==> src/rtl/camera_power_seq_if.sv <==
// Request, SCCB-status and sensor-control signals of the camera power sequencer.
// The sequencer's state is carried alongside for debug and checker binding.
interface camera_power_seq_if;
    logic       pwr_down_req;
    logic       wake_req;
    logic       sccb_busy;
    logic       camera_pwnd;
    logic       camera_rstn;
    logic       sccb_hold;
    logic       cam_on;
    logic       seq_done;
    logic       sccb_timeout;
    logic [2:0] seq_state;

    // Requests are levels sampled every clock; there is no ready/ack, the
    // sequencer reports acceptance through its outputs and seq_done.
    modport master (
        output pwr_down_req, wake_req, sccb_busy,
        input  camera_pwnd, camera_rstn, sccb_hold, cam_on, seq_done, sccb_timeout, seq_state
    );

    modport slave (
        input  pwr_down_req, wake_req, sccb_busy,
        output camera_pwnd, camera_rstn, sccb_hold, cam_on, seq_done, sccb_timeout, seq_state
    );
endinterface

==> src/rtl/camera_power_seq.sv <==
// Orderly camera sensor power-down / power-up sequencer: holds SCCB, waits for
// bus idle, then walks reset and power-down pins through timed phases.
module camera_power_seq #(
    parameter int T_QUIESCE    = 50000,
    parameter int T_RST        = 50000,
    parameter int T_PWDN       = 65536,
    parameter int SCCB_TIMEOUT = 250000
) (
    input logic              clk_50M,
    input logic              reset_n,
    camera_power_seq_if.slave bus
);
    typedef enum logic [2:0] {
        ACTIVE, WAIT_IDLE, QUIESCE, RST_LOW, OFF, WAKE_PWDN, WAKE_RST
    } state_t;

    localparam logic [19:0] Q_END  = 20'(T_QUIESCE - 1);
    localparam logic [19:0] R_END  = 20'(T_RST - 1);
    localparam logic [19:0] P_END  = 20'(T_PWDN - 1);
    localparam logic [19:0] TO_END = 20'(SCCB_TIMEOUT - 1);

    state_t      state;
    logic [19:0] cnt;
    logic [3:0]  outs;   // {pwnd, rstn, hold, cam_on}
    logic        done_q;
    logic        timeout_q;
    logic        wake_armed;
    logic        pd_armed;
    logic        wake_go;
    logic        pd_go;

    function automatic logic [3:0] outs_for(input state_t s);
        logic [3:0] o;
        case (s)
            ACTIVE:                       o = 4'b0101;
            WAIT_IDLE, QUIESCE, WAKE_RST: o = 4'b0110;
            RST_LOW, WAKE_PWDN:           o = 4'b0010;
            default:                      o = 4'b1010;
        endcase
        return o;
    endfunction

    // A request is only accepted after it has been seen low since it was last
    // accepted, so a level held high cannot restart a sequence on its own.
    assign wake_go = (state == OFF) && bus.wake_req && wake_armed;
    assign pd_go   = (state == ACTIVE) && bus.pwr_down_req && pd_armed;

    always_ff @(posedge clk_50M) begin
        if (!reset_n) begin
            state      <= OFF;
            cnt        <= '0;
            outs       <= outs_for(OFF);
            done_q     <= 1'b0;
            timeout_q  <= 1'b0;
            wake_armed <= 1'b1;
            pd_armed   <= 1'b1;
        end else begin
            done_q     <= 1'b0;
            cnt        <= cnt + 20'd1;
            wake_armed <= ~bus.wake_req | (wake_armed & ~wake_go);
            pd_armed   <= ~bus.pwr_down_req | (pd_armed & ~pd_go);
            case (state)
                ACTIVE: begin
                    cnt <= '0;
                    if (pd_go) begin
                        state     <= WAIT_IDLE;
                        outs      <= outs_for(WAIT_IDLE);
                        timeout_q <= 1'b0;
                    end
                end
                WAIT_IDLE: begin
                    // Idle takes priority over the timeout on the same cycle.
                    if (!bus.sccb_busy || cnt == TO_END) begin
                        state <= QUIESCE;
                        cnt   <= '0;
                        outs  <= outs_for(QUIESCE);
                        if (bus.sccb_busy) timeout_q <= 1'b1;
                    end
                end
                QUIESCE: begin
                    if (cnt == Q_END) begin
                        state <= RST_LOW;
                        cnt   <= '0;
                        outs  <= outs_for(RST_LOW);
                    end
                end
                RST_LOW: begin
                    if (cnt == R_END) begin
                        state  <= OFF;
                        cnt    <= '0;
                        outs   <= outs_for(OFF);
                        done_q <= 1'b1;
                    end
                end
                OFF: begin
                    cnt <= '0;
                    if (wake_go) begin
                        state <= WAKE_PWDN;
                        outs  <= outs_for(WAKE_PWDN);
                    end
                end
                WAKE_PWDN: begin
                    if (cnt == P_END) begin
                        state <= WAKE_RST;
                        cnt   <= '0;
                        outs  <= outs_for(WAKE_RST);
                    end
                end
                WAKE_RST: begin
                    if (cnt == R_END) begin
                        state  <= ACTIVE;
                        cnt    <= '0;
                        outs   <= outs_for(ACTIVE);
                        done_q <= 1'b1;
                    end
                end
                default: begin
                    state <= OFF;
                    cnt   <= '0;
                    outs  <= outs_for(OFF);
                end
            endcase
        end
    end

    assign {bus.camera_pwnd, bus.camera_rstn, bus.sccb_hold, bus.cam_on} = outs;
    assign bus.seq_done     = done_q;
    assign bus.sccb_timeout = timeout_q;
    assign bus.seq_state    = state;
endmodule

==> src/flat_wrapper.sv <==
// flat-port wrapper written by rule: the top's interface ports become plain ports
module camera_power_seq_flat 
#(
    parameter int T_QUIESCE    = 50000,
    parameter int T_RST        = 50000,
    parameter int T_PWDN       = 65536,
    parameter int SCCB_TIMEOUT = 250000
)
  (clk_50M, reset_n, bus_pwr_down_req, bus_wake_req, bus_sccb_busy, bus_camera_pwnd, bus_camera_rstn, bus_sccb_hold, bus_cam_on, bus_seq_done, bus_sccb_timeout, bus_seq_state);
  camera_power_seq_if bus_i ();
  input logic clk_50M;
  input logic reset_n;
  input wire logic [$bits(bus_i.pwr_down_req)-1:0] bus_pwr_down_req;
  input wire logic [$bits(bus_i.wake_req)-1:0] bus_wake_req;
  input wire logic [$bits(bus_i.sccb_busy)-1:0] bus_sccb_busy;
  output wire logic [$bits(bus_i.camera_pwnd)-1:0] bus_camera_pwnd;
  output wire logic [$bits(bus_i.camera_rstn)-1:0] bus_camera_rstn;
  output wire logic [$bits(bus_i.sccb_hold)-1:0] bus_sccb_hold;
  output wire logic [$bits(bus_i.cam_on)-1:0] bus_cam_on;
  output wire logic [$bits(bus_i.seq_done)-1:0] bus_seq_done;
  output wire logic [$bits(bus_i.sccb_timeout)-1:0] bus_sccb_timeout;
  output wire logic [$bits(bus_i.seq_state)-1:0] bus_seq_state;
  assign bus_i.pwr_down_req = bus_pwr_down_req;
  assign bus_i.wake_req = bus_wake_req;
  assign bus_i.sccb_busy = bus_sccb_busy;
  assign bus_camera_pwnd = bus_i.camera_pwnd;
  assign bus_camera_rstn = bus_i.camera_rstn;
  assign bus_sccb_hold = bus_i.sccb_hold;
  assign bus_cam_on = bus_i.cam_on;
  assign bus_seq_done = bus_i.seq_done;
  assign bus_sccb_timeout = bus_i.sccb_timeout;
  assign bus_seq_state = bus_i.seq_state;
  camera_power_seq #(.T_QUIESCE(T_QUIESCE), .T_RST(T_RST), .T_PWDN(T_PWDN), .SCCB_TIMEOUT(SCCB_TIMEOUT)) u_core (.clk_50M(clk_50M), .reset_n(reset_n), .bus(bus_i));
endmodule
==> config.mk <==
export PLATFORM = sky130hd
export DESIGN_NAME = camera_power_seq_flat
export DESIGN_NICKNAME = d
export VERILOG_FILES = /design/src/rtl/camera_power_seq_if.sv /design/src/rtl/camera_power_seq.sv /design/src/flat_wrapper.sv
export SDC_FILE = /design/constraint.sdc
export NUM_CORES = 1
export LEC_CHECK = 0
export CORE_MARGIN = 3
export CORE_UTILIZATION = 60
export CTS_CLUSTER_DIAMETER = 80
export DETAILED_ROUTE_END_ITERATION = 10
export PLACE_DENSITY = 0.92
export SLEW_MARGIN = 15
export SYNTH_ARGS = -nofsm -noshare
export SYNTH_HDL_FRONTEND = slang
export SYNTH_SLANG_ARGS = --single-unit
export TNS_END_PERCENT = 50
==> constraint.sdc <==
create_clock -name clk_50M -period 4.05 [get_ports clk_50M]
set_clock_uncertainty 0.15 [all_clocks]
set_input_delay 1.215 -clock clk_50M [delete_from_list [all_inputs] [get_ports clk_50M]]
set_output_delay 1.215 -clock clk_50M [all_outputs]
set_load 0.02 [all_outputs]
* After elaboration in Yosys (flattened, before gate mapping)
Cells that the tools add are included.
** Storage, ports and cells
- Bits in registers :: 31
- Bits in latches :: 0
- Bits in writable memories :: 0
- Bits in read-only memories :: 0
- Input port bits :: 5
- Output and inout bits :: 9
- Logic and storage cells :: 71
- Memories kept :: 0
** Operators by class
- $add $sub $neg :: 1
- Multipliers :: 0
- Div/mod/pow operators :: 0
- $lt $le $gt $ge :: 0
- Equality and inequality tests :: 17
- Shift operators :: 0
- Multiplexer cells :: 25
- Bitwise logic cells :: 8
- Reduce and logical (&&, ||, !) cells :: 13
** Operators with widths (number)
- 2-to-1 mux 20 bit :: 3
- case mux 20 bit (3 select lines) :: 1
- equality test 20 x 16 -> 1 bit (second input constant) :: 2
- 2-to-1 mux 4 bit :: 7
- case mux 4 bit (7 select lines) :: 1
- 2-to-1 mux 3 bit :: 7
- case mux 3 bit (7 select lines) :: 1
- adder 20 x 1 -> 20 bit (second input constant) :: 1
- equality test 20 x 18 -> 1 bit (second input constant) :: 1
- inequality test 2 x 1 -> 1 bit (second input constant) :: 7
- equality test 3 bit (second input constant) :: 3
- AND reduction 7 bit :: 1
- equality test 3 x 2 -> 1 bit (second input constant) :: 2
- logical AND 1 bit :: 4
- 2-to-1 mux 1 bit :: 4
- NOT 1 bit :: 4
- AND reduction 4 bit :: 1
- equality test 3 x 1 -> 1 bit (second input constant) :: 1
- logical NOT 3 bit :: 1
- OR reduction 3 bit :: 1
- bitwise AND 1 bit :: 2
- inequality test 2 bit (second input constant) :: 1
- bitwise OR 1 bit :: 2
- case mux 1 bit (2 select lines) :: 1
- 5 further kinds :: 5

* Depth between registers and ports, before layout
- Word-level depth :: 6
- Gate-level depth with buffers :: 8
- Mapped depth without buffers :: 7

* Worst setup path after synthesis
Ideal clock, no wire load.
- Path kind :: in2reg
- Start :: in bus_sccb_busy
- End :: reg u_core.cnt[10]
- Library setup time :: 64 ps
- Arrival time :: 2366 ps
- Data required time :: 3836 ps
- Setup slack :: 1470 ps
- Cell stages on the path :: 6
- Buffers on the path :: 1
- Cells stage by stage :: nand3_1 a31oi_2 nor3_4 or4_4 buf_4 nor2_1
** Between the ends
- Longest elaborated chain between the ends :: 4
** RTL lines
- start: declaration :: RTL line flat_wrapper.sv:15 : input wire logic [$bits(bus_i.sccb_busy)-1:0] bus_sccb_busy;
- logical NOT 1 bit :: RTL line camera_power_seq.sv:73 : if (!bus.sccb_busy || cnt == TO_END) begin
- logical OR 1 bit :: RTL line camera_power_seq.sv:73
- 2-to-1 mux 20 bit :: RTL line camera_power_seq.sv:73
- case mux 20 bit (3 select lines) :: RTL line camera_power_seq.sv:62 : case (state)
- end signal: assignment :: RTL line camera_power_seq.sv:59 : cnt <= cnt + 20'd1;
- end: declaration :: RTL line camera_power_seq.sv:23 : logic [19:0] cnt;
Every way passes these cells.
A chain may end at the register's enable or synchronous reset.

==> results.sh <==
export IMPL_critPathLaunchType="register"
export IMPL_r2r_slack_ns=1.57
export IMPL_regToRegEndpoint="u_core.cnt[6]"
export IMPL_drt_iter0_drc=68
export IMPL_die_area_sq_um=3080
export IMPL_power_uw=767
export IMPL_worstSkewPairLatency_ns=0.34
export IMPL_yosysSeqAreaShare_pct=42.2
export IMPL_required_ns=2.68
export IMPL_crit_arrival_ns=1.68
export IMPL_gp_congestion=0.825
export IMPL_critPathMaxFanout=15
export IMPL_holdBufCountCts=0
export IMPL_relSlewSlack_pct=63.9
export IMPL_r2r_start="u_core.bus.seq_state[0]"
export IMPL_final_cell_count_no_fill=211
export IMPL_cp_top_family="buffers and inverters"
export IMPL_initial_core_util_pct=64.6
export IMPL_drive_gt1_share_pct=7.65
export IMPL_cts_sinks=31
export IMPL_cp_depth=1
export IMPL_cts_tree="yes"
export IMPL_mostFrequentLayoutCells="dfxtp_1 (31), nor2_1 (27), nand2_1 (19)"
export IMPL_die_y_um=55.5
export IMPL_grt_ovfl_total=0
export IMPL_slowest_stage="clkdlybuf4s50_1"
export IMPL_drt_pass1_iterations=4
export IMPL_syn_num_nets=174
export IMPL_cap_violations=0
export IMPL_port_buffers=13
export IMPL_timing_hold_ws_ns=0.320
export IMPL_path_class="reg2out"
export IMPL_finalNetCount=188
export IMPL_crit_buf_inv=1
export IMPL_numCtsBuffers=5
export IMPL_post_cts_buffers=0
export IMPL_drc=0
export IMPL_multi_input_area_sq_um=797
export IMPL_fin_ws_ns=1.00
export IMPL_ys_warnings_count=0
export IMPL_vias_per_cell=5.92
export IMPL_h_tree_depth=2
export IMPL_cts_root_buffer="clkbuf_4"
export IMPL_synth_flop_cell="dfxtp_1"
export IMPL_synth_edf_count=0
export IMPL_period_minus_slack_ns=3.05
export IMPL_grt_usage_pct=21.2
export IMPL_clockBufferDepth=2
export IMPL_die_w_um=55.5
export IMPL_rsz0062_at_grt="false"
export IMPL_synthCells=168
export IMPL_hpwl_um=2160
export IMPL_status="completed"
export IMPL_finalSetupViolCount=0
export IMPL_synth_cell_types=41
export IMPL_vias=1249
export IMPL_grt_pass1_vias=1165
export IMPL_grt_first_pass_wirelength_um=5140
export IMPL_place_ws_ns=0.845
export IMPL_antenna_cells=0
export IMPL_place_inst=203
export IMPL_synth_seq_cells=31
export IMPL_seqCellArea_sq_um=621
export IMPL_core_sq_um=2280
export IMPL_power_density_nw_per_um2=464
export IMPL_synthArstFlopShare_pct=0
export IMPL_maxSlewViolCount=0
export IMPL_ios=14
export IMPL_syn_area_per_cell_sq_um=8.75
export IMPL_ctsResizeCount=0
export IMPL_max_freq_mhz=328
export IMPL_syn_to_final_growth_pct=12.3
export IMPL_finalSetupTns_ns=0
export IMPL_final_common_cell="dfxtp_1"
export IMPL_drtAntennaViolNets=0
export IMPL_hold_class="reg2reg"
export IMPL_num_rows=17
export IMPL_syn_area_sq_um=1470
export IMPL_min_period_over_period_pct=75.3
export IMPL_clkSlewWorstSetupHoldPaths_ns=0.09
export IMPL_worstPathCellList="clkdlybuf4s50_1"
export IMPL_fill_cells=179
export IMPL_wl_um=3030
export IMPL_critPathCaptureType="output pin"
export IMPL_max_stage_delay_ns=0.70
export IMPL_hold_viol=0
export IMPL_ir_worst_vdd_mv=0.437
export IMPL_grt_max_degree=21
export IMPL_worstMarginPinSlew_ns=0.537
export IMPL_endpoint="bus_seq_state[2]"
export IMPL_antenna_found_initial=0
export IMPL_wire_per_inst_um=14.4
export IMPL_reg2reg_depth=6
export IMPL_leakagePower_nw=0.597
state kept, by name, indices dropped and copies added (netlist names), named ones only:
name                     flops
u_core.outs                  4
u_core.bus.seq_state         2
u_core.bus.seq_done          1
u_core.cnt                  20
u_core.wake_armed            1
u_core.pd_armed              1
u_core.bus.sccb_timeout      1
power breakdown:
part | leakage (nW) | internal, mW | total [mW] | switching, mW
Combinational | 0.317 | 0.103 | 0.225 | 0.123
Clock | 0.0293 | 0.0675 | 0.172 | 0.105
Sequential | 0.251 | 0.331 | 0.369 | 0.0385
Total | 0.597 | 0.501 | 0.767 | 0.266
synth_stat cells (2+ instances only):
cell	count	area share (%)
a31oi_1	2	0.85
and3_1	5	2.1
and4_1	3	1.8
clkbuf_1	4	1.0
dfxtp_1	31	42
inv_1	5	1.3
mux2i_1	3	2.0
nand2_1	19	4.9
nand3_1	14	4.8
nand4_1	4	1.7
nor2_1	27	6.9
nor2b_1	2	0.85
nor3_1	3	1.0
or4_4	2	1.5
xnor2_1	8	4.8
xor2_1	11	6.6
cells by family (layout without fill, tap and decap cells):
group           count (synthesis)  in the layout  synth area share [%]
buf+inv                        11             26                  3.57
flops                          31             31                  42.2
mux                             3              3                  2.04
xor+xnor                       19             19                  11.3
compound gates                 12             12                  6.47
fa+ha+maj                       2              2                  1.53
simple gates                   90             90                  32.9
through the flow:
step | instance area (sq um) | utilization (%)
after floorplan | 1470 | -
after global placement | 1600 | 70.4
after detailed placement | 1600 | 70.4
after CTS | 1650 | 72.6
after global routing | 1650 | 72.6
final | 1650 | 72.6
routing by layer:
layer  GRT usage (%)  vias up  routed length, um
met5               0        -                  0
met4            6.94        0                 71
met3            8.18       10                232
met2            36.8       57               1520
met1            23.7      570               1210
li1                -      612                  -
cell type report:
class / instances / area share [%]
flip-flops and latches: 31 / 37.6
well taps: 28 / 2.12
multi-input cells: 126 / 48.3
clock inverters: 1 / 0.303
clock buffers: 7 / 2.73
inverters: 5 / 1.14
repair buffers: 13 / 7.88
how the worst min path moves through the flow:
stage | startpoint | endpoint | slack (ns) | depth (start not counted)
4_1_cts | u_core.cnt[0] | u_core.cnt[0] | 0.32 | 1
6_report | u_core.cnt[0] | u_core.cnt[0] | 0.32 | 1
3_5_place_dp | u_core.cnt[0] | u_core.cnt[0] | 0.30 | 1
3_3_place_gp | u_core.cnt[0] | u_core.cnt[0] | 0.29 | 1
5_1_grt | u_core.outs[1] | u_core.outs[1] | 0.35 | 2
2_1_floorplan | u_core.cnt[0] | u_core.cnt[0] | 0.28 | 1
Power figures use the tool's default switching activity.
